## src/rtl/ar_arbiter.sv

```systemverilog
// Two-master AXI read-address arbiter: round-robin grant held until the AR handshake,
// master tag prefixed to ARID, per-master outstanding-read limit. Option macro: AR_ARB_FIXED_PRIO_EN.

`ifndef AXI_ID_BITS
`define AXI_ID_BITS 4
`endif
`ifndef AXI_ADDR_BITS
`define AXI_ADDR_BITS 32
`endif
`ifndef AXI_LEN_BITS
`define AXI_LEN_BITS 4
`endif
`ifndef AXI_SIZE_BITS
`define AXI_SIZE_BITS 3
`endif

module ar_arbiter #(
    parameter int MAX_OUTST = 4,
    parameter int CNT_W     = 4
) (
    input  logic                        ACLK,
    input  logic                        ARESETn,
    input  logic [`AXI_ID_BITS-1:0]     ARID_M0,
    input  logic [`AXI_ADDR_BITS-1:0]   ARADDR_M0,
    input  logic [`AXI_LEN_BITS-1:0]    ARLEN_M0,
    input  logic [`AXI_SIZE_BITS-1:0]   ARSIZE_M0,
    input  logic [1:0]                  ARBURST_M0,
    input  logic                        ARVALID_M0,
    output logic                        ARREADY_M0,
    input  logic [`AXI_ID_BITS-1:0]     ARID_M1,
    input  logic [`AXI_ADDR_BITS-1:0]   ARADDR_M1,
    input  logic [`AXI_LEN_BITS-1:0]    ARLEN_M1,
    input  logic [`AXI_SIZE_BITS-1:0]   ARSIZE_M1,
    input  logic [1:0]                  ARBURST_M1,
    input  logic                        ARVALID_M1,
    output logic                        ARREADY_M1,
    output logic [`AXI_ID_BITS+3:0]     ARID,
    output logic [`AXI_ADDR_BITS-1:0]   ARADDR,
    output logic [`AXI_LEN_BITS-1:0]    ARLEN,
    output logic [`AXI_SIZE_BITS-1:0]   ARSIZE,
    output logic [1:0]                  ARBURST,
    output logic                        ARVALID,
    input  logic                        ARREADY,
    input  logic [`AXI_ID_BITS+3:0]     RID,
    input  logic                        RVALID,
    input  logic                        RREADY,
    input  logic                        RLAST
);

    localparam int ID_W = `AXI_ID_BITS;
    localparam logic [CNT_W-1:0] MAX_CNT = CNT_W'(MAX_OUTST);
    localparam logic [3:0] TAG_M0 = 4'b0001;
    localparam logic [3:0] TAG_M1 = 4'b0010;

    localparam logic [1:0] IDLE     = 2'd0;
    localparam logic [1:0] GRANT_M0 = 2'd1;
    localparam logic [1:0] GRANT_M1 = 2'd2;

    logic [1:0]            state_reg, state_next;
    logic                  last_grant_reg, last_grant_next;  // 1'b1 means M1 was granted last
    logic [1:0]            arvalid_m;
    logic [1:0]            elig;
    logic [1:0]            hs;
    logic [1:0]            dec;
    logic [1:0][CNT_W-1:0] cnt;
    logic [CNT_W-1:0]      cnt_m0;
    logic [CNT_W-1:0]      cnt_m1;
    logic [3:0]            rtag;
    logic                  r_done;

    assign arvalid_m = {ARVALID_M1, ARVALID_M0};
    assign rtag      = RID[ID_W+3 -: 4];
    assign r_done    = RVALID && RREADY && RLAST;
    assign dec[0]    = r_done && (rtag == TAG_M0);
    assign dec[1]    = r_done && (rtag == TAG_M1);
    assign hs[0]     = (state_reg == GRANT_M0) && ARVALID_M0 && ARREADY;
    assign hs[1]     = (state_reg == GRANT_M1) && ARVALID_M1 && ARREADY;
    assign cnt_m0    = cnt[0];
    assign cnt_m1    = cnt[1];

    // Per-master outstanding counter; a same-cycle accept and completion cancel out.
    genvar gi;
    generate
        for (gi = 0; gi < 2; gi++) begin : gen_cnt
            logic [CNT_W-1:0] cnt_reg, cnt_next;

            always_comb begin
                cnt_next = cnt_reg;
                if (hs[gi] && dec[gi]) begin
                    cnt_next = cnt_reg;
                end else if (hs[gi]) begin
                    cnt_next = cnt_reg + CNT_W'(1);
                end else if (dec[gi] && (cnt_reg != '0)) begin
                    cnt_next = cnt_reg - CNT_W'(1);
                end
            end

            always_ff @(posedge ACLK or negedge ARESETn) begin
                if (!ARESETn) begin
                    cnt_reg <= '0;
                end else begin
                    cnt_reg <= cnt_next;
                end
            end

            assign cnt[gi]  = cnt_reg;
            assign elig[gi] = arvalid_m[gi] && (cnt_reg != MAX_CNT);
        end
    endgenerate

    always_comb begin
        state_next      = state_reg;
        last_grant_next = last_grant_reg;
        case (state_reg)
            IDLE: begin
                if (elig[0] && elig[1]) begin
`ifdef AR_ARB_FIXED_PRIO_EN
                    state_next = GRANT_M0;
`else
                    state_next = last_grant_reg ? GRANT_M0 : GRANT_M1;
`endif
                end else if (elig[0]) begin
                    state_next = GRANT_M0;
                end else if (elig[1]) begin
                    state_next = GRANT_M1;
                end
            end
            GRANT_M0: begin
                if (hs[0]) begin
                    state_next      = IDLE;
                    last_grant_next = 1'b0;
                end
            end
            GRANT_M1: begin
                if (hs[1]) begin
                    state_next      = IDLE;
                    last_grant_next = 1'b1;
                end
            end
            default: state_next = IDLE;
        endcase
    end

    always_ff @(posedge ACLK or negedge ARESETn) begin
        if (!ARESETn) begin
            state_reg      <= IDLE;
            last_grant_reg <= 1'b1;
        end else begin
            state_reg      <= state_next;
            last_grant_reg <= last_grant_next;
        end
    end

    // Payload is a pure mux off the registered grant, so it is zero in IDLE.
    always_comb begin
        ARVALID    = 1'b0;
        ARID       = '0;
        ARADDR     = '0;
        ARLEN      = '0;
        ARSIZE     = '0;
        ARBURST    = '0;
        ARREADY_M0 = 1'b0;
        ARREADY_M1 = 1'b0;
        case (state_reg)
            GRANT_M0: begin
                ARVALID    = ARVALID_M0;
                ARID       = {TAG_M0, ARID_M0};
                ARADDR     = ARADDR_M0;
                ARLEN      = ARLEN_M0;
                ARSIZE     = ARSIZE_M0;
                ARBURST    = ARBURST_M0;
                ARREADY_M0 = ARREADY;
            end
            GRANT_M1: begin
                ARVALID    = ARVALID_M1;
                ARID       = {TAG_M1, ARID_M1};
                ARADDR     = ARADDR_M1;
                ARLEN      = ARLEN_M1;
                ARSIZE     = ARSIZE_M1;
                ARBURST    = ARBURST_M1;
                ARREADY_M1 = ARREADY;
            end
            default: ;
        endcase
    end

    logic unused_sig;
`ifdef AR_ARB_FIXED_PRIO_EN
    assign unused_sig = &{1'b0, RID[ID_W-1:0], last_grant_reg};
`else
    assign unused_sig = &{1'b0, RID[ID_W-1:0]};
`endif

endmodule

```

## config.mk

```make
export PLATFORM = sky130hd
export DESIGN_NAME = ar_arbiter
export DESIGN_NICKNAME = d
export VERILOG_FILES = /design/src/rtl/ar_arbiter.sv
export SDC_FILE = /design/constraint.sdc
export NUM_CORES = 1
export LEC_CHECK = 0
export ABC_AREA = 1
export CORE_MARGIN = 1.5
export CORE_UTILIZATION = 32
export DETAILED_ROUTE_END_ITERATION = 10
export GPL_TIMING_DRIVEN = 0
export HOLD_SLACK_MARGIN = 0.06
export PLACE_DENSITY = 0.95
export SLEW_MARGIN = 20
export SYNTH_ARGS = -nofsm -noshare
export SYNTH_HDL_FRONTEND = slang
export SYNTH_SLANG_ARGS = --single-unit
```

## constraint.sdc

```tcl
create_clock -name ACLK -period 2.73 [get_ports ACLK]
set_input_delay 0.273 -clock ACLK [delete_from_list [all_inputs] [get_ports ACLK]]
set_output_delay 0.273 -clock ACLK [all_outputs]
set_load 0.05 [all_outputs]
```

==> results.py <==
metrics = {
    "outcome": {
        "run_status": "complete, no violations",
    },
    "setup_path": {
        "crit_family": "buffers and inverters",
        "cp_num_cells": 7,
        "critPathRequiredTime_ps": 2460,
        "worst_setup_path_startpoint": "state_reg[0]",
        "critical_path.max_fanout": 10,
        "timing.reg2reg.setup_slack_ps": 790,
        "worstPathCellList": "inv_1, ha_1, buf_2, buf_2, nand2_1, a21oi_1, clkdlybuf4s15_1",
        "critical_path.reg2reg.endpoint": "cnt_m1[3]",
        "path_common_cell": "buf_2",
        "critPathLaunchType": "register",
        "critical_path.slowest_cell": "clkdlybuf4s15_1",
        "path_buf_inv": 4,
        "criticalPathCategory": "register to primary output",
        "type_of_element_capturing_the_critical_path": "primary output",
        "reg_to_reg_critical_path_startpoint": "state_reg[0]",
        "reg2regPathDepth": 11,
        "critical_path.max_stage_delay_ps": 530,
        "critPathArrivalTime_ps": 2320,
    },
    "global_routing": {
        "grt_antenna_before_repair": 0,
        "grt_overflow": 0,
        "grt_max_degree": 12,
        "grt_usage_pct": 23.2,
        "via_count_of_the_first_global_routing_pass": 2305,
        "grt_first_pass_wirelength_um": 10100,
    },
    "die": {
        "initial_utilization_pct": 33.3,
        "core.rowCount": 25,
        "design.portCount": 158,
        "floorplan.die.height_um": 73.4,
        "core_region_area_um2": 4750,
        "chipWidth_um": 73.4,
        "die-area_um2": 5390,
    },
    "sta": {
        "finalClockSkew_ps": 2.30,
        "slew_violations": 0,
        "tightest_slew_ps": 567,
        "report.final.hold_viol_count": 0,
        "finalCritPeriodShare_pct": 94.8,
        "finalCriticalPeriod_ps": 2590,
        "max_slew_margin_pct": 62.4,
        "timing.fmax_ghz": 0.386,
        "final-setup-viol-count": 0,
    },
    "cts": {
        "cts_inserted_buffers": 3,
        "clock_path_buffers": 2,
        "cts_resized": 44,
        "clock_sinks": 11,
        "cts_post_setup_buffers_inserted": 0,
        "path_clk_slew_ps": 50,
        "cts_max_level": 1,
        "cts_tree": "built",
        "clock-root-buffer": "clkbuf_8",
        "postCtsHoldBufs": 0,
        "clkLatencyLatePin_ps": 240,
    },
    "logic_synthesis": {
        "post_synthesis_instance_area_um2": 1590,
        "synth.yosys.seq_area_share_pct": 17.4,
        "synthesis.area_per_instance_um2": 5.52,
        "ys_warn_count": 0,
        "synth-seq-cells": 11,
        "yosys.cell_types.count": 27,
        "postSynthCellCount": 287,
    },
    "drt": {
        "routed_wire_length_per_instance_um": 12.9,
        "via_count_of_the_routed_design": 2359,
        "drc_errors": 0,
        "drt_pass1_iterations": 4,
        "drtIter0Drc": 89,
        "drtAntennaViolNets": 0,
        "vias_per_cell": 4.63,
        "wirelength_um": 6590,
    },
    "power": {
        "power_mw": 2.86,
        "power.leakage_nw": 1.55,
        "power.density_nw_per_um2": 896,
        "vdd_ir_drop_max_mv": 0.507,
    },
    "cells_and_area": {
        "antennaDiodeCount": 0,
        "final_net_count": 560,
        "area.growth.synth_to_final_pct": 101,
        "post_route_cells_drive_above_1_share_pct": 7.22,
        "post-route-cell-area_um2": 3190,
        "final.fill_count": 440,
    },
    "hold_path": {
        "worstHoldPathType": "input port to asynchronous set/reset pin",
    },
    "placement": {
        "post-dp-hpwl_um": 5460,
        "place_area_um2": 3180,
        "gp_routability_congestion": 0.833,
        "port_buffers": 151,
    },
    "flow_run": {
        "cap_viol_max_count": 0,
    },
}
==> final cells by class <==
cell class | instances | area, um2 | area share, %
Clock buffer | 4 | 45.0 | 1.41
Inverter | 24 | 90.1 | 2.82
Timing Repair Buffer | 151 | 1470 | 46.0
Sequential cell | 11 | 277 | 8.67
Tap cell | 67 | 83.8 | 2.63
Multi-Input combinational cell | 237 | 1140 | 35.9
Buffer | 16 | 81.3 | 2.55
==> per-layer routing <==
metal	GRT usage, %	vias up	routed length [um]
li1	-	1217	-
met1	24.1	1058	2510
met2	47.8	78	3670
met3	4.80	6	383
met4	3.29	0	34
met5	0	-	0
==> stage by stage <==
| step | hold slack, ps | cells | util [%] | setup WS (ps) | TNS (ps) |
|---|---|---|---|---|---|
| final | 379 | 510 | 67.1 | 141 | 0 |
| after CTS | 399 | 510 | 66.8 | 14.4 | 0 |
| after global placement | 486 | 506 | 67.0 | 68.6 | 0 |
| after global routing | 410 | 510 | 67.1 | -4.68 | -4.68 |
| after detailed placement | 515 | 506 | 67.0 | 70.1 | 0 |
| after floorplan | -22.6 | 288 | - | 540 | 0 |
==> where the power goes <==
part | switching, mW | internal, mW
clock | 0.0651 | 0.103
combinational | 1.64 | 0.724
sequential | 0.0783 | 0.244
total | 1.79 | 1.07
==> how the worst max path moves through the flow <==
stage	endpoint	slack, ps
floorplan	ARADDR[0]	540
global placement	ARADDR[5]	70
detailed placement	ARADDR[5]	70
CTS	ARVALID	10
global route	ARADDR[3]	-5
finish	ARADDR[9]	140
==> worst register-to-register path, stage by stage, from the launching register on <==
cell	delay (ps)
dfrtp_1	410
inv_1	130
ha_1	280
nand3_2	190
ha_1	390
nand2_1	60
inv_1	50
nand3_1	90
nand2_1	80
nand2_1	50
nand3_1	60
nand2_1	60
==> cells in the final DEF (no fill, tap or decap), types with 4 or more instances in the layout <==
master           count
a21oi_1             46
buf_2                9
clkbuf_2             5
clkdlybuf4s15_1     10
clkdlybuf4s50_1    104
dfrtp_1             10
dlygate4sd2_1       30
dlymetal6s2s_1       4
ha_1                 9
inv_1               22
nand2_1            129
nand3_1             17
nor2_1               9
o21ai_1              4
xor2_1               4
==> cells by family (layout without fill, tap and decap cells) <==
| family | Yosys count | count (layout) | share of synthesized area [%] |
|---|---|---|---|
| DFF | 11 | 11 | 17.4 |
| buffers and inverters | 40 | 195 | 10.6 |
| other | 1 | 2 | 0.237 |
| xor gates and xnor gates | 4 | 4 | 2.21 |
| adders and majority gates | 10 | 10 | 8.37 |
| and+or+nand+nor | 166 | 166 | 43.4 |
| AOI/OAI and AO/OA | 55 | 55 | 17.8 |
==> Yosys cell counts <==
master,instances,share of area (%)
a21boi_0,1,0.47
a21oi_1,46,15
buf_1,2,0.47
buf_2,8,2.5
buf_4,2,0.95
clkbuf_1,4,0.95
conb_1,1,0.24
dfrtp_1,10,16
dfstp_2,1,1.7
fa_1,1,1.3
ha_1,9,7.1
inv_1,22,5.2
inv_2,2,0.47
nand2_1,129,31
nand2_2,3,1.2
nand2_4,1,0.71
nand3_1,17,5.4
nand3_2,2,1.3
nand3b_1,1,0.47
nand4_1,1,0.39
nor2_1,9,2.1
nor2_2,2,0.79
o21ai_0,3,0.95
o21ai_1,4,1.3
o21ai_2,1,0.55
or2_4,1,0.55
xor2_1,4,2.2
No activity file was read; power rests on OpenSTA's default activity.
